`src/rtl/serial_cmp_n.sv`:
```
// serial_cmp_n: serial magnitude comparator over framed DIGIT_W-bit digit streams.
// Two operands arrive one digit per accepted beat. Running a-vs-b flags are
// updated on every beat, and a registered per-word result is produced with a
// one-cycle done pulse. All outputs are registered.
//
// Input framing: a beat on a/b is accepted on a rising clock edge when in_valid
// is high and either a word is already in progress (ACCUM) or start is high.
// There is no back-pressure, so every accepted beat is consumed immediately.
module serial_cmp_n #(
   parameter int DIGIT_W   = 1,
   parameter int WORD_LEN  = 8,
   parameter int MSB_FIRST = 0,
   parameter int SIGNED    = 0
) (
   input  logic               clk,
   input  logic               reset,     // asynchronous, active-low
   input  logic               start,
   input  logic               in_valid,
   input  logic [DIGIT_W-1:0] a,
   input  logic [DIGIT_W-1:0] b,
   output logic               busy,
   output logic               alessb,
   output logic               aequalb,
   output logic               agreatb,
   output logic               done,
   output logic               res_lt,
   output logic               res_eq,
   output logic               res_gt,
   output logic               dbg_state  // 0 = IDLE, 1 = ACCUM
);

   localparam int CW = $clog2(WORD_LEN + 1);
   localparam logic [CW-1:0] LAST_CNT = CW'(WORD_LEN);

   typedef enum logic {IDLE = 1'b0, ACCUM = 1'b1} state_t;

   state_t        state_q, state_d;
   logic [CW-1:0] count_q, count_d;
   logic          lt_q, lt_d, gt_q, gt_d, eq_q, eq_d;
   logic          busy_q, busy_d;
   logic          done_q, done_d;
   logic          res_lt_q, res_lt_d, res_eq_q, res_eq_d, res_gt_q, res_gt_d;

   logic [CW-1:0] pos;
   logic [CW-1:0] next_cnt;
   logic          is_msd;
   logic          dig_lt, dig_gt;
   logic          accept;
   logic          base_lt, base_gt;

   // Per-digit compare; the sign-carrying digit is compared as signed.
   always_comb begin
      pos      = start ? '0 : count_q;
      next_cnt = pos + CW'(1);
      if (MSB_FIRST != 0) begin
         is_msd = (pos == '0);
      end else begin
         is_msd = (pos == LAST_CNT - CW'(1));
      end
      if ((SIGNED != 0) && is_msd) begin
         dig_gt = $signed(a) > $signed(b);
         dig_lt = $signed(a) < $signed(b);
      end else begin
         dig_gt = a > b;
         dig_lt = a < b;
      end
   end

   // Next-state logic: decision update, beat counting and word completion.
   always_comb begin
      state_d  = state_q;
      count_d  = count_q;
      lt_d     = lt_q;
      gt_d     = gt_q;
      busy_d   = busy_q;
      done_d   = 1'b0;
      res_lt_d = res_lt_q;
      res_eq_d = res_eq_q;
      res_gt_d = res_gt_q;
      accept   = in_valid & (start | (state_q == ACCUM));
      // A start beat begins from an "equal" decision, aborting any open word.
      base_lt  = start ? 1'b0 : lt_q;
      base_gt  = start ? 1'b0 : gt_q;

      if (accept) begin
         if (MSB_FIRST != 0) begin
            // Once a higher digit differs, the decision stays locked.
            if (!base_lt && !base_gt) begin
               lt_d = dig_lt;
               gt_d = dig_gt;
            end else begin
               lt_d = base_lt;
               gt_d = base_gt;
            end
         end else begin
            // Each more-significant differing digit overrides lower ones.
            if (dig_lt || dig_gt) begin
               lt_d = dig_lt;
               gt_d = dig_gt;
            end else begin
               lt_d = base_lt;
               gt_d = base_gt;
            end
         end

         if (next_cnt == LAST_CNT) begin
            state_d  = IDLE;
            count_d  = '0;
            busy_d   = 1'b0;
            done_d   = 1'b1;
            res_lt_d = lt_d;
            res_gt_d = gt_d;
            res_eq_d = ~lt_d & ~gt_d;
         end else begin
            state_d  = ACCUM;
            count_d  = next_cnt;
            busy_d   = 1'b1;
         end
      end
      eq_d = ~lt_d & ~gt_d;
   end

   // State and output registers.
   always_ff @(posedge clk or negedge reset) begin
      if (!reset) begin
         state_q  <= IDLE;
         count_q  <= '0;
         lt_q     <= 1'b0;
         gt_q     <= 1'b0;
         eq_q     <= 1'b1;
         busy_q   <= 1'b0;
         done_q   <= 1'b0;
         res_lt_q <= 1'b0;
         res_eq_q <= 1'b0;
         res_gt_q <= 1'b0;
      end else begin
         state_q  <= state_d;
         count_q  <= count_d;
         lt_q     <= lt_d;
         gt_q     <= gt_d;
         eq_q     <= eq_d;
         busy_q   <= busy_d;
         done_q   <= done_d;
         res_lt_q <= res_lt_d;
         res_eq_q <= res_eq_d;
         res_gt_q <= res_gt_d;
      end
   end

   assign busy      = busy_q;
   assign alessb    = lt_q;
   assign aequalb   = eq_q;
   assign agreatb   = gt_q;
   assign done      = done_q;
   assign res_lt    = res_lt_q;
   assign res_eq    = res_eq_q;
   assign res_gt    = res_gt_q;
   assign dbg_state = state_q;

endmodule

```
`config.mk`:
```
export PLATFORM = sky130hd
export DESIGN_NAME = serial_cmp_n
export DESIGN_NICKNAME = d
export VERILOG_FILES = /design/src/rtl/serial_cmp_n.sv
export SDC_FILE = /design/constraint.sdc
export NUM_CORES = 1
export LEC_CHECK = 0
export CAP_MARGIN = 40
export CORE_AREA = 2 2 39 41
export CTS_CLUSTER_DIAMETER = 200
export DETAILED_ROUTE_END_ITERATION = 12
export DIE_AREA = 0 0 41 43
export PLACE_DENSITY_LB_ADDON = 0.12
export SETUP_SLACK_MARGIN = 0.05
export SLEW_MARGIN = 20
export SYNTH_ARGS = -nofsm -noshare
export SYNTH_HDL_FRONTEND = slang
export SYNTH_SLANG_ARGS = --single-unit
```
`constraint.sdc`:
```
create_clock -name clk -period 4.4 [get_ports clk]
set_clock_uncertainty 0.1 [all_clocks]
set_input_delay 0.88 -clock clk [delete_from_list [all_inputs] [get_ports clk]]
set_output_delay 0.88 -clock clk [all_outputs]
set_load 0.03 [all_outputs]
```
After elaboration in Yosys (flattened, before gate mapping)
Cells that the tools add are included.

Register bits: 12. Output and inout port bits: 9.

Muxes and demuxes: 13. Reductions and logical operators: 2. Order comparisons: 2. Bitwise gates (word level): 8. Equality and inequality tests: 1. $add $sub $neg: 1.

Operators by type and width (number): 1-bit two-way mux (11); 4-bit two-way mux (2); 4-bit by 1-bit adder with 4-bit output, second input constant (1); 4-bit == test, second input constant (1); 1-bit inverter (4); 1-bit AND (3); 2-bit AND reduction (1); 1-bit > comparator (1); 1-bit logical OR (1); 1-bit less-than comparator (1); 1-bit OR (1).

Depth between registers and ports, before layout
Gate-level depths: netlist of the first run.

Depth in word-level cells: 7. Mapped depth: 7. Mapped depth without buffers: 6.

Worst setup path after synthesis of the first run
Ideal clock, no wire load.

Path kind: input port to flip-flop. From: input start. To: register res_lt_q, in the netlist res_lt. Required time: 4.175 ns. Stages on the path: 7. Setup time: 0.125 ns. Arrival: 2.075 ns. Slack: 2.100 ns. Buffers on the path: 1. Cell sequence: buf_2 nor2b_1 ha_1 inv_1 a211oi_2 nand2_2 mux2_4.

Cells in the longest elaborated chain, start to end: 4. Elaborated cells between the ends (all ways): 9.

RTL lines: start, declared (line 17) `input logic start,`; 4-bit two-way mux (line 53) `pos = start ? '0 : count_q;`; 4-bit by 1-bit adder with 4-bit output (line 54) `next_cnt = pos + CW'(1);`; 4-bit == test (line 106) `if (next_cnt == LAST_CNT) begin`; 2-bit AND reduction (no source line); end signal, assigned (line 144) `res_lt_q <= res_lt_d;`; end, declared (line 42) `logic res_lt_q, res_lt_d, res_eq_q, res_eq_d, res_gt_q, res_gt_d;`.

Parallel ways exist; a longest one is shown, timed or not. The select of a mux whose other input is x is not followed. A chain may end at the register's enable or synchronous reset.

Worst setup path in the final report of the first run
Ends and elaborated chain as after synthesis.

==> results.py, run 1 <==
metrics = {
    "timing": {
        "fmax_mhz": 377,
        "finalSetupViolCount": 0,
        "setup_slack_ps": 1750,
        "grt_setup_unrepaired": "false",
        "finalCritPeriodShare_pct": 60.3,
        "hold_viol": 0,
        "max_slew.worst_pin.slew_ps": 554,
        "relSlewSlack_pct": 62.9,
        "drv_slew": 0,
        "timing.setup.tns_ps": 0,
        "min_period_ps": 2650,
    },
    "route": {
        "drt-pass1-iter-count": 4,
        "drt_wl_total_um": 1280,
        "drt_iter0_markers": 5,
        "routedWlPerCell_um": 13.2,
        "ant_nets": 0,
        "vias": 510,
        "vias_per_cell": 5.26,
        "drc": 0,
    },
    "logic_synthesis": {
        "synth_top_family_by_area": "compound AO/OA/AOI/OAI gates",
        "ys_types": 33,
        "netlist_instances": 65,
        "ys_warn_count": 0,
        "synth_edf_count": 0,
        "yosys.area_share.xor_xnor_pct": 0,
        "synth_area_leaders": "dfrtp_1, ha_1, a21oi_1, dfstp_2, inv_1",
        "synthAdderAreaFrac_pct": 5.69,
        "synth.most_common_cell": "dfrtp_1",
        "synth.cell_area_um2": 659,
        "synth.area.mux_share_pct": 3.98,
        "async_reset_ff_share_pct": 100,
        "yosysTopAreaCell": "dfrtp_1",
        "synth-seq-cells": 12,
        "yosysTopAreaCellShare_pct": 41.7,
        "synth_flop_cell": "dfrtp_1",
        "synth_compound_area_share_pct": 23.5,
        "syn_nets": 74,
        "ys_top_cells_by_count": "dfrtp_1, inv_1, a21oi_1, o21ai_1",
        "postSynthAreaPerCell_um2": 10.1,
        "seq_area_frac_synth_pct": 45.7,
        "synth_simple_gate_area_share_pct": 15.2,
    },
    "placement": {
        "finalWeightedCongestion": 0.732,
        "dpl-instance-area_um2": 807,
        "port_buffers": 14,
        "pre_cts_slack_ps": 1450,
        "dpl.hpwl_um": 966,
        "post-place-cells": 93,
    },
    "final_layout": {
        "nNetsFinal": 91,
        "drive_gt1_share_pct": 11.1,
        "syn_to_final_growth_pct": 27.9,
        "fin_cells": 97,
        "n_antenna_cell": 0,
        "final_area_um2": 843,
    },
    "global_routing": {
        "antenna_found_initial": 0,
        "grt_pass1_vias": 501,
        "grt_pass1_wl_um": 2180,
        "grt_max_degree": 13,
        "overflow": 0,
        "grtUsageTotal_pct": 19.2,
    },
    "worst_setup_path": {
        "cp_top_family": "buffers and inverters",
        "cp_slowest_cell": "clkdlybuf4s50_1",
        "required_ps": 4470,
        "worstPathCellList": "clkdlybuf4s50_1 -> nor2b_1 -> ha_1 -> inv_1 -> a211oi_2 -> nand2_2 -> mux2_4",
        "cp_slowest_stage_delay_ps": 610,
        "critical_path_buf_inv_count": 2,
        "crit_arrival_ps": 2720,
        "worstSetupStartpointType": "input pin",
        "worst_setup_path_end_kind": "flip-flop",
        "critPathMaxFanout": 12,
        "critical_path_class": "input pin to flip-flop",
    },
    "worst_hold_path": {
        "hp-class": "flip-flop to flip-flop",
    },
    "floorplan": {
        "die_x_um": 41,
        "start_util_pct": 47.6,
        "die-area_um2": 1760,
        "chipHeight_um": 43,
        "io_pins": 15,
        "core_um2": 1380,
        "num_rows": 14,
    },
    "clocking": {
        "hold_buffers": 0,
        "cts-root-buf": "clkbuf_4",
        "clock_sinks": 12,
        "cts_setup_buffers": 0,
        "htree_levels": 1,
        "clockBufferDepth": 2,
        "post_cts_resized": 0,
        "cts_buffers": 3,
        "clkTransAtPathRegs_ps": 80,
        "cts_tree": "yes",
        "clk-insertion-delay-late_ps": 280,
    },
    "run_status": {
        "status": "complete, no violations",
    },
    "power_and_ir_drop": {
        "power_density_nw_per_um2": 351,
        "peakVddDrop_uv": 189,
        "finalPower_uw": 296,
        "leakage_nw": 0.384,
    },
    "run": {
        "drv_cap": 0,
    },
}
[per-stage QoR]
| step | hold WS, ps | util [%] |
|---|---|---|
| floorplan | 360 | - |
| global placement | 392 | 58.3 |
| detailed placement | 388 | 58.3 |
| CTS | 406 | 60.9 |
| global route | 439 | 60.9 |
| finish | 400 | 60.9 |
[cell families (layout without fill, tap and decap cells)]
| logic type | after synthesis | after routing |
|---|---|---|
| AOI/OAI and AO/OA | 23 | 23 |
| and+or+nand+nor | 16 | 16 |
| DFF | 12 | 12 |
| buffers and inverters | 9 | 25 |
| adders and majority gates | 3 | 3 |
| muxes | 2 | 2 |
[per-layer routing]
layer	part of all wire (%)	vias up	global-route usage [%]
met1	45	228	24.9
met5	0	-	0
met2	47	14	27.2
met4	3.8	0	14.0
li1	-	263	-
met3	4.3	5	3.14
[power breakdown]
part	leakage (nW)	switching (mW)	total [mW]	internal, mW
sequential	0.148	0.0134	0.138	0.124
combinational	0.215	0.0336	0.0668	0.0332
clock	0.0210	0.0410	0.0914	0.0504
total	0.384	0.0879	0.296	0.208
[cell usage in the layout (no fill, tap or decap), types with 3 or more instances in the layout]
cell,instances
clkbuf_4,3
a21oi_1,6
inv_1,7
ha_1,3
dfrtp_1,11
o21ai_1,4
nand2_1,3
clkdlybuf4s50_1,14
[sequential cells by signal, summed over array words and instances, names as in the netlist]
name     cells
res_lt       1
busy         1
res_gt       1
alessb       1
count_q      4
done         1
res_eq       1
agreatb      1
aequalb      1
[layout make-up]
type | count | area [um2]
sequential | 12 | 302
tap | 16 | 20.0
clock buffer | 4 | 36.3
inverter | 7 | 26.3
fill | 141 | 541
multi-input combinational | 44 | 319
timing repair buffer | 14 | 140
[worst paths after layout]
| check | startpoint | to | slack (ps) | cells after the start |
|---|---|---|---|---|
| worst max-delay path | start | res_lt | 1750 | 7 |
| worst min-delay path | res_eq | res_eq | 400 | 1 |
| worst max register to register | count_q[0] | res_lt | 2590 | 6 |
| worst min register to register | res_eq | res_eq | 400 | 1 |
| max in group asynchronous | reset | aequalb | 2980 | 1 |
| min in group asynchronous | reset | count_q[3] | 850 | 1 |
(Power assumes the default switching activity.)
==> inputs of run 2 (changes only) <==
--- a/config.mk
+++ b/config.mk
@@ -6,10 +6,9 @@
 export NUM_CORES = 1
 export LEC_CHECK = 0
 export CAP_MARGIN = 40
-export CORE_AREA = 2 2 39 41
+export CORE_UTILIZATION = 47
 export CTS_CLUSTER_DIAMETER = 200
 export DETAILED_ROUTE_END_ITERATION = 12
-export DIE_AREA = 0 0 41 43
 export PLACE_DENSITY_LB_ADDON = 0.12
 export SETUP_SLACK_MARGIN = 0.05
 export SLEW_MARGIN = 20
==> constraint.sdc (replaced) <==
create_clock -name clk -period 2.52 [get_ports clk]
set_clock_uncertainty 0.1 [all_clocks]
set_input_delay 0.504 -clock clk [delete_from_list [all_inputs] [get_ports clk]]
set_output_delay 0.504 -clock clk [all_outputs]
set_load 0.03 [all_outputs]
==> results.py, run 2 (same netlist as run 1, synthesis figures left out) <==
metrics = {
    "clocking": {
        "cts-root-buf": "clkbuf_4",
        "clk-insertion-delay-late_ps": 280,
        "clockBufferDepth": 2,
        "cts_buffers": 3,
        "htree_levels": 1,
        "clock_sinks": 12,
        "cts_tree": "yes",
        "post_cts_resized": 0,
        "hold_buffers": 0,
        "cts_setup_buffers": 0,
        "clkTransAtPathRegs_ps": 70,
    },
    "floorplan": {
        "die_x_um": 39.5,
        "num_rows": 13,
        "chipHeight_um": 39.5,
        "start_util_pct": 50.7,
        "die-area_um2": 1560,
        "core_um2": 1300,
        "io_pins": 15,
    },
    "global_routing": {
        "grtUsageTotal_pct": 20.0,
        "grt_pass1_wl_um": 1990,
        "antenna_found_initial": 0,
        "overflow": 0,
        "grt_pass1_vias": 464,
        "grt_max_degree": 13,
    },
    "worst_setup_path": {
        "worstPathCellList": "clkdlybuf4s50_1",
        "r2r-start": "count_q[1]",
        "critical_path_class": "flip-flop to primary output",
        "rrSetupSlack_ps": 650,
        "crit_arrival_ps": 1560,
        "ff2ff_path_depth": 6,
        "cp_top_family": "buffers and inverters",
        "worstSetupStartpointType": "flip-flop",
        "rr_endpoint": "res_lt",
        "critPathMaxFanout": 11,
        "cp_slowest_stage_delay_ps": 730,
        "worst_setup_path_end_kind": "primary output",
        "critical_path_buf_inv_count": 1,
        "required_ps": 1920,
        "cp_slowest_cell": "clkdlybuf4s50_1",
    },
    "timing": {
        "finalSetupViolCount": 0,
        "hold_viol": 0,
        "hold-worst-slack_ps": 396,
        "finalCritPeriodShare_pct": 85.7,
        "setup_slack_ps": 361,
        "timing.setup.tns_ps": 0,
        "grt_setup_unrepaired": "false",
        "fmax_mhz": 463,
        "drv_slew": 0,
        "max_slew.worst_pin.slew_ps": 522,
        "min_period_ps": 2160,
        "relSlewSlack_pct": 65.1,
    },
    "power_and_ir_drop": {
        "peakVddDrop_uv": 498,
        "p_sw_share_pct": 29.7,
        "finalPower_uw": 481,
        "power_density_nw_per_um2": 573,
        "p_switching_uw": 143,
        "intPower_uw": 338,
        "pwr-share-seq_pct": 49.9,
        "leakage_nw": 0.383,
        "combPwrFrac_pct": 24.2,
        "clkPwrFrac_pct": 25.9,
    },
    "run_status": {
        "status": "complete, no violations",
    },
    "route": {
        "vias": 526,
        "routedWlPerCell_um": 12.2,
        "vias_per_cell": 5.42,
        "drt_wl_total_um": 1180,
        "drc": 0,
        "drt-pass1-iter-count": 4,
        "drt_iter0_markers": 9,
        "ant_nets": 0,
    },
    "worst_hold_path": {
        "hold_depth": 1,
        "hp-class": "flip-flop to flip-flop",
        "min-delay-start": "count_q[3]",
        "hold_end": "count_q[3]",
    },
    "final_layout": {
        "syn_to_final_growth_pct": 27.3,
        "largest_reg_flops": 4,
        "num-fill-cells": 118,
        "largest_register": "count_q",
        "nNetsFinal": 92,
        "fin_cells": 97,
        "final_cell_mix": "clkdlybuf4s50_1, dfrtp_1, inv_1",
        "drive_gt1_share_pct": 11.0,
        "mostFrequentLayoutCell": "clkdlybuf4s50_1",
        "n_antenna_cell": 0,
    },
    "placement": {
        "post-place-cells": 93,
        "dpl.hpwl_um": 895,
        "pre_cts_slack_ps": 90.9,
        "port_buffers": 14,
        "finalWeightedCongestion": 0.819,
    },
    "run": {
        "drv_cap": 0,
    },
}
## run 2: cell types whose count changed in the layout (fill, tap and decap cells not counted), sizes merged
| cell | previous run | this run |
|---|---|---|
| buf | 0 | 1 |
## run 2: layout make-up
cell class                 instances  area, um2  share of cell area [%]
timing repair buffer              15        148                    17.6
multi-input combinational         44        319                    38.0
inverter                           7       26.3                    3.13
sequential                        12        302                    35.9
clock buffer                       4       26.3                    3.13
tap                               15       18.8                    2.24
## run 2: power groups by stage
stage | Sequential [mW] | Clock [mW] | Combinational, mW
after floorplan | 0.253 | 0 | 0.0639
after global placement | 0.243 | 0 | 0.115
after detailed placement | 0.243 | 0 | 0.117
after CTS | 0.239 | 0.130 | 0.118
after global routing | 0.244 | 0.139 | 0.130
final | 0.240 | 0.125 | 0.116
## run 2: worst max-delay path by stage
stage / from / endpoint / slack [ps] / depth (start not counted)
6_report: busy / busy / 360 / 1
5_1_grt: start / res_lt / 260 / 7
4_1_cts: busy / dbg_state / 370 / 1
3_5_place_dp: start / res_lt / 90 / 7
3_3_place_gp: start / res_lt / 100 / 7
2_1_floorplan: start / res_lt / 600 / 7
## run 2: layer usage
| metal | up-vias | GRT usage (%) | part of all wire [%] |
|---|---|---|---|
| li1 | 269 | - | - |
| met1 | 239 | 24.8 | 49 |
| met2 | 15 | 29.1 | 42 |
| met3 | 3 | 10.2 | 7.0 |
| met4 | 0 | 7.76 | 1.7 |
| met5 | - | 0 | 0 |
## run 2: metrics by stage
step | util [%] | cell area [um2]
CTS | 64.5 | 840
finish | 64.5 | 840
floorplan | - | 659
global route | 64.5 | 840
detailed placement | 62.5 | 813
global placement | 62.5 | 813
==> inputs of run 3 (changes only) <==
--- a/config.mk
+++ b/config.mk
@@ -6,12 +6,13 @@
 export NUM_CORES = 1
 export LEC_CHECK = 0
 export CAP_MARGIN = 40
-export CORE_UTILIZATION = 47
+export CORE_UTILIZATION = 50
+export CTS_BUF_LIST = sky130_fd_sc_hd__clkbuf_4 sky130_fd_sc_hd__clkbuf_8
 export CTS_CLUSTER_DIAMETER = 200
 export DETAILED_ROUTE_END_ITERATION = 12
 export PLACE_DENSITY_LB_ADDON = 0.12
 export SETUP_SLACK_MARGIN = 0.05
-export SLEW_MARGIN = 20
+export SLEW_MARGIN = 5
 export SYNTH_ARGS = -nofsm -noshare
 export SYNTH_HDL_FRONTEND = slang
 export SYNTH_SLANG_ARGS = --single-unit
==> results.py, run 3 (same netlist as run 1, synthesis figures left out) <==
metrics = {
    "clocking": {
        "cts_setup_buffers": 0,
        "cts_buffers": 3,
        "htree_levels": 1,
        "clkTransAtPathRegs_ps": 70,
        "cts-root-buf": "clkbuf_4",
        "clock_sinks": 12,
        "clk-insertion-delay-late_ps": 270,
        "clockBufferDepth": 2,
        "post_cts_resized": 0,
        "hold_buffers": 0,
        "cts_tree": "yes",
    },
    "global_routing": {
        "top_usage_layer": "met2",
        "gr-usage-met3_pct": 5.23,
        "antenna_found_initial": 0,
        "grt_max_degree": 13,
        "met2_usage_pct": 38.1,
        "grt_pass1_vias": 500,
        "grt_util_met1_pct": 27.8,
        "grt_pass1_wl_um": 2220,
        "grtUsageTotal_pct": 22.6,
        "overflow": 0,
    },
    "power_and_ir_drop": {
        "peakVddDrop_uv": 383,
        "leakage_nw": 0.386,
        "power_density_nw_per_um2": 590,
    },
    "run": {
        "drv_cap": 0,
    },
    "placement": {
        "finalWeightedCongestion": 0.888,
        "pre_cts_slack_ps": 82.6,
        "dpl.hpwl_um": 976,
        "port_buffers": 14,
    },
    "timing": {
        "fmax_mhz": 464,
        "finalCritPeriodShare_pct": 85.6,
        "max_slew.worst_pin.slew_ps": 549,
        "grt_setup_unrepaired": "false",
        "drv_slew": 0,
        "relSlewSlack_pct": 63.3,
        "finalSetupViolCount": 0,
        "setup_slack_ps": 363,
        "timing.setup.tns_ps": 0,
        "hold_viol": 0,
        "min_period_ps": 2160,
    },
    "floorplan": {
        "start_util_pct": 56.3,
        "die_x_um": 38.3,
        "core_um2": 1170,
        "die-area_um2": 1470,
        "num_rows": 12,
        "io_pins": 15,
        "chipHeight_um": 38.3,
    },
    "worst_setup_path": {
        "crit_arrival_ps": 2210,
        "cp-startpoint": "start",
        "critical_path_class": "input pin to flip-flop",
        "rrSetupSlack_ps": 650,
        "critPathMaxFanout": 4,
        "worstSetupStartpointType": "input pin",
        "r2r-start": "count_q[1]",
        "worst_setup_path_end_kind": "flip-flop",
        "required_ps": 2580,
    },
    "worst_hold_path": {
        "hp-class": "flip-flop to flip-flop",
        "min-delay-start": "res_eq",
    },
    "route": {
        "vias": 547,
        "drt_iter0_markers": 2,
        "drc": 0,
        "routedWlPerCell_um": 13.7,
        "drt_wl_total_um": 1320,
        "vias_per_cell": 5.70,
        "drt-pass1-iter-count": 4,
        "ant_nets": 0,
    },
    "final_layout": {
        "nNetsFinal": 92,
        "syn_to_final_growth_pct": 27.7,
        "mostFrequentLayoutCell": "clkdlybuf4s50_1",
        "drive_gt1_share_pct": 12.2,
        "largest_register": "count_q",
        "final_cell_mix": "clkdlybuf4s50_1, dfrtp_1, inv_1",
        "largest_reg_flops": 4,
        "num-fill-cells": 108,
        "n_antenna_cell": 0,
    },
    "run_status": {
        "status": "complete, no violations",
    },
}
==> run 3: cell counts in the layout (fill, tap and decap cells not counted) <==
No cell type changed its count.
==> run 3: layout make-up <==
cell class / count / area [um2] / share of cell area (%)
multi-input combinational: 44 / 319 / 37.9
sequential: 12 / 302 / 35.8
timing repair buffer: 15 / 148 / 17.5
clock buffer: 4 / 30.0 / 3.57
inverter: 7 / 26.3 / 3.12
tap: 14 / 17.5 / 2.08
==> run 3: final timing paths <==
check                      depth (start not counted)      end
setup / recovery                                   7   res_lt
hold / removal                                     1   res_eq
setup reg to reg                                   6   res_lt
hold reg to reg                                    1   res_eq
max in group asynchronous                          1  aequalb
min in group asynchronous                          1     done
==> run 3: layer usage <==
layer	share of wire [%]	routed length, um
met1	45	598
met2	48	635
met3	4.5	59
met4	1.9	25
met5	0	0
==> run 3: power breakdown <==
part	switching, mW	leakage, nW	internal, mW
clock network	0.0631	0.0184	0.0721
registers	0.0236	0.148	0.217
logic	0.0613	0.220	0.0592
total	0.148	0.386	0.349
==> run 3: worst max-delay path, cell delays in order <==
cell,delay [ps]
clkdlybuf4s50_1,490
nor2b_1,200
ha_1,220
inv_1,90
a211oi_2,270
nand2_2,130
mux2_4,310
==> run 3: per-stage QoR <==
step | instance area [um2] | std cells | power (mW) | utilization (%) | hold slack [ps]
after global routing | 842 | 96 | 0.523 | 71.9 | 419
final | 842 | 96 | 0.497 | 71.9 | 402
after global placement | 812 | 92 | 0.360 | 69.3 | 389
after floorplan | 659 | 65 | 0.317 | - | 108
after detailed placement | 812 | 92 | 0.363 | 69.3 | 390
after CTS | 842 | 96 | 0.500 | 71.9 | 405
==> edit 1, RTL diff (flow settings as in run 2) <==
Add an input register stage for `start`, `in_valid`, `a` and `b`; this delays them by one clock. Comments in the files are not updated.
--- a/src/rtl/serial_cmp_n.sv
+++ b/src/rtl/serial_cmp_n.sv
@@ -35,4 +35,16 @@
    typedef enum logic {IDLE = 1'b0, ACCUM = 1'b1} state_t;
 
+   logic start_q;
+   logic in_valid_q;
+   logic [DIGIT_W-1:0] a_q;
+   logic [DIGIT_W-1:0] b_q;
+
+   always_ff @(posedge clk) begin
+      start_q    <= start;
+      in_valid_q <= in_valid;
+      a_q        <= a;
+      b_q        <= b;
+   end
+
    state_t        state_q, state_d;
    logic [CW-1:0] count_q, count_d;
@@ -51,5 +63,5 @@
    // Per-digit compare; the sign-carrying digit is compared as signed.
    always_comb begin
-      pos      = start ? '0 : count_q;
+      pos      = start_q ? '0 : count_q;
       next_cnt = pos + CW'(1);
       if (MSB_FIRST != 0) begin
@@ -59,9 +71,9 @@
       end
       if ((SIGNED != 0) && is_msd) begin
-         dig_gt = $signed(a) > $signed(b);
-         dig_lt = $signed(a) < $signed(b);
+         dig_gt = $signed(a_q) > $signed(b_q);
+         dig_lt = $signed(a_q) < $signed(b_q);
       end else begin
-         dig_gt = a > b;
-         dig_lt = a < b;
+         dig_gt = a_q > b_q;
+         dig_lt = a_q < b_q;
       end
    end
@@ -78,8 +90,8 @@
       res_eq_d = res_eq_q;
       res_gt_d = res_gt_q;
-      accept   = in_valid & (start | (state_q == ACCUM));
+      accept   = in_valid_q & (start_q | (state_q == ACCUM));
       // A start beat begins from an "equal" decision, aborting any open word.
-      base_lt  = start ? 1'b0 : lt_q;
-      base_gt  = start ? 1'b0 : gt_q;
+      base_lt  = start_q ? 1'b0 : lt_q;
+      base_gt  = start_q ? 1'b0 : gt_q;
 
       if (accept) begin
Behaviour: not the same (a bounded check fails within 4 cycles, from zero or initial values and one cycle with reset low).
==> edit 1 against run 2 <==
Cell area increased by 9.8%; via count is 4.0% higher; worst hold slack better by 0.0090 ns; non-clock buffer count is 1 lower; total power up 22%; largest power group unchanged; setup slack improved by 0.011 ns; largest cell class is now sequential cells; sequential cell count rose by 4; synthesized cell count is 6.2% higher; routed wire length shrank 0.68%; area after synthesis up 12%; sequential share of layout area rose by 5.5 points.
==> edit 1: results <==
{
  "status": "finished, final reports clean",
  "synth_adder_area_share": 0.0508,
  "slowest_delay_ns": 0.73,
  "ir_drop_uv": 556,
  "grt_pass1_vias": 492,
  "p_sw_uw": 155,
  "grt_usage": 0.165,
  "largest_register_ffs": 4,
  "ctsResizeCount": 0,
  "pre_cts_slack_ns": 0.668,
  "ys_types": 34,
  "ys_top_cells_by_area": "dfrtp_1 (37%), dfxtp_1 (11%), ha_1 (5.1%)",
  "top_register": "count_q",
  "syn_nets": 78,
  "root_buffer": "clkbuf_4",
  "async_flop_share": 0.750,
  "nets": 95,
  "crit_arrival_ns": 1.54,
  "cts_buffer_depth": 2,
  "ctsHtreeMaxLevel": 1,
  "drtIter0Drc": 7,
  "worstMarginPinSlew_ns": 0.537,
  "port_buffers": 14,
  "synthFlopType": "dfrtp_1",
  "synth_xor_area_frac": 0,
  "path_delay_family": "buffers and inverters",
  "synth-compound-area-share": 0.210,
  "viasPerCell": 5.47,
  "p_leak_uw": 0.000414,
  "setup_tns_ns": 0,
  "grt_pass1_wl_um": 2150,
  "dr.pass1.iters": 4,
  "grt_max_degree": 13,
  "ys_top_cells_by_count": "dfrtp_1 (11), inv_1 (7), a21oi_1 (6)",
  "dp_hpwl_um": 871,
  "wl_per_cell_um": 11.7,
  "diodes": 0,
  "min_path_type": "reg -> reg",
  "post_cts_buffers": 0,
  "slowest_stage": "clkdlybuf4s50_1",
  "synthMuxAreaShare": 0.0355,
  "yosysSeqAreaShare": 0.516,
  "yosys_warnings": 0,
  "place_congestion": 0.769,
  "final_layout_size_suffix_gt1_frac": 0.106,
  "antenna_found_initial": 0,
  "worstPathMaxFanout": 11,
  "path_clk_slew_ns": 0.09,
  "cts_made_buffers": 3,
  "clk-insertion-delay-late_ns": 0.28
}
## edit 1: final timing paths
| kind | from | to | slack (ns) | cells after the start |
|---|---|---|---|---|
| setup / recovery | busy | busy | 0.37 | 1 |
| hold / removal | count_q[3] | count_q[3] | 0.41 | 1 |
| setup reg to reg | start_q | res_lt | 0.64 | 6 |
| hold reg to reg | count_q[3] | count_q[3] | 0.41 | 1 |
| max in group asynchronous | reset | count_q[0] | 1.49 | 1 |
| min in group asynchronous | reset | count_q[2] | 0.46 | 1 |
## edit 1: cells by family after synthesis
family                     Yosys count
AOI/OAI and AO/OA                   23
muxes                                2
adders and majority gates            3
buffers and inverters                9
and+or+nand+nor                     16
DFF                                 16
## edit 1: area by class of cell
type	count	area (µm²)
inverter	7	26.3
timing repair buffer	14	140
sequential	16	382
multi-input combinational	44	319
clock buffer	4	36.3
tap	15	18.8
fill	105	460
## edit 1: stage by stage
stage / hold slack (ns) / std cells / total power, µW / cell area, µm²
after detailed placement: 0.387 / 96 / 427 / 886
after CTS: 0.406 / 100 / 592 / 922
after global routing: 0.431 / 100 / 621 / 922
after global placement: 0.391 / 96 / 427 / 886
after floorplan: 0.108 / 69 / 387 / 739
final: 0.405 / 100 / 584 / 922
## edit 1: power groups by stage
stage	Sequential, µW	Clock, µW	Combinational, µW
2_1_floorplan	324	0	63.4
3_3_place_gp	316	0	111
3_5_place_dp	316	0	111
4_1_cts	311	169	112
5_1_grt	318	181	123
6_report	311	162	111
## edit 1: per-layer routing
metal	wire, µm	GRT usage	vias up
met2	531	0.238	17
met1	567	0.223	253
met5	0	0	-
li1	-	-	277
met3	75	0.0826	0
met4	0	0.0387	0
==> edit 2, RTL diff (flow settings as in run 2) <==
Without the edit above. Set the parameter `WORD_LEN` to 16 (it was 8).
--- a/src/rtl/serial_cmp_n.sv
+++ b/src/rtl/serial_cmp_n.sv
@@ -9,5 +9,5 @@
 module serial_cmp_n #(
    parameter int DIGIT_W   = 1,
-   parameter int WORD_LEN  = 8,
+   parameter int WORD_LEN  = 16,
    parameter int MSB_FIRST = 0,
    parameter int SIGNED    = 0
Formal check against the unedited RTL: not equivalent (Yosys sat finds a counterexample within 10 cycles, from zero or initial values and one cycle with reset low).
==> edit 2 against run 2 <==
Sequential cell count is 1 higher; total power is 6.2% higher; area after synthesis is 13% higher; routed wire length is 23% higher; register-to-register slack worse by 0.08 ns; utilization is 2.9 points higher; critical path depth is 6 higher; die area is 12% higher; sequential share of layout area is 0.88 points lower; setup slack worse by 0.065 ns; cell area is 11% higher; worst hold slack better by 0.0089 ns; first-iteration DRC count is 11% lower; critical path type is now in -> reg; largest power group unchanged.
==> edit 2: results <==
{
  "p_sw_frac": 0.314,
  "largest_register_ffs": 5,
  "use_met3": 0.0522,
  "nets": 103,
  "final_layout_size_suffix_gt1_frac": 0.152,
  "met1_length_um": 693,
  "pg_seq_uw": 254,
  "power_density_nw_per_um2": 548,
  "yosysSeqAreaShare": 0.440,
  "grt_usage": 0.193,
  "grt_pass1_wl_um": 2420,
  "viasPerCell": 5.23,
  "layout.cells.non_filler": 107,
  "pre_cts_slack_ns": 0.00132,
  "place_congestion": 0.780,
  "synth-compound-area-share": 0.133,
  "top_register": "count_q",
  "synth_xor_area_frac": 0.0354,
  "drtIter0Drc": 8,
  "status": "finished, final reports clean",
  "synth_area_per_cell_um2": 10.0,
  "ys_top_cells_by_count": "dfrtp_1 (12), nand2_1 (8), o21ai_0 (7)",
  "dr.pass1.iters": 4,
  "synth_adder_area_share": 0.0675,
  "clk-insertion-delay-late_ns": 0.28,
  "ys_types": 26,
  "ir_drop_uv": 319,
  "syn_nets": 84,
  "grt_max_degree": 17,
  "crit_arrival_ns": 2.33,
  "clockPowerShare": 0.262,
  "wl_met3_um": 31,
  "placed_area_um2": 905,
  "slew_headroom": 0.610,
  "grtUsageMet1": 0.254,
  "worstPathMaxFanout": 5,
  "synthMuxAreaShare": 0.0826,
  "p_leak_uw": 0.000425,
  "wl_met2_um": 688,
  "dp_hpwl_um": 1080
}
[edit 2: changes by cell type in the layout (fill, tap and decap cells not counted), sizes merged, moves of 3 or more]
cell / run 2 / this run
mux2i: 0 / 5
nor2: 1 / 6
a21oi: 6 / 2
nand2: 4 / 8
buf: 1 / 4
o21ai: 5 / 8
[edit 2: final timing paths]
check	start	endpoint	slack, ns	depth (start not counted)
hold / removal	count_q[0]	count_q[0]	0.41	1
min in group asynchronous	reset	busy	0.48	1
setup / recovery	start	res_eq	0.30	7
setup reg to reg	count_q[0]	res_eq	0.57	6
hold reg to reg	count_q[0]	count_q[0]	0.41	1
max in group asynchronous	reset	count_q[3]	1.46	1
[edit 2: layout make-up]
class,count,area [µm²]
Clock inverter,1,5.00
Fill cell,103,450
Inverter,5,18.8
Sequential cell,13,327
Multi-Input combinational cell,52,370
Clock buffer,3,22.5
Tap cell,15,18.8
Timing Repair Buffer,18,170
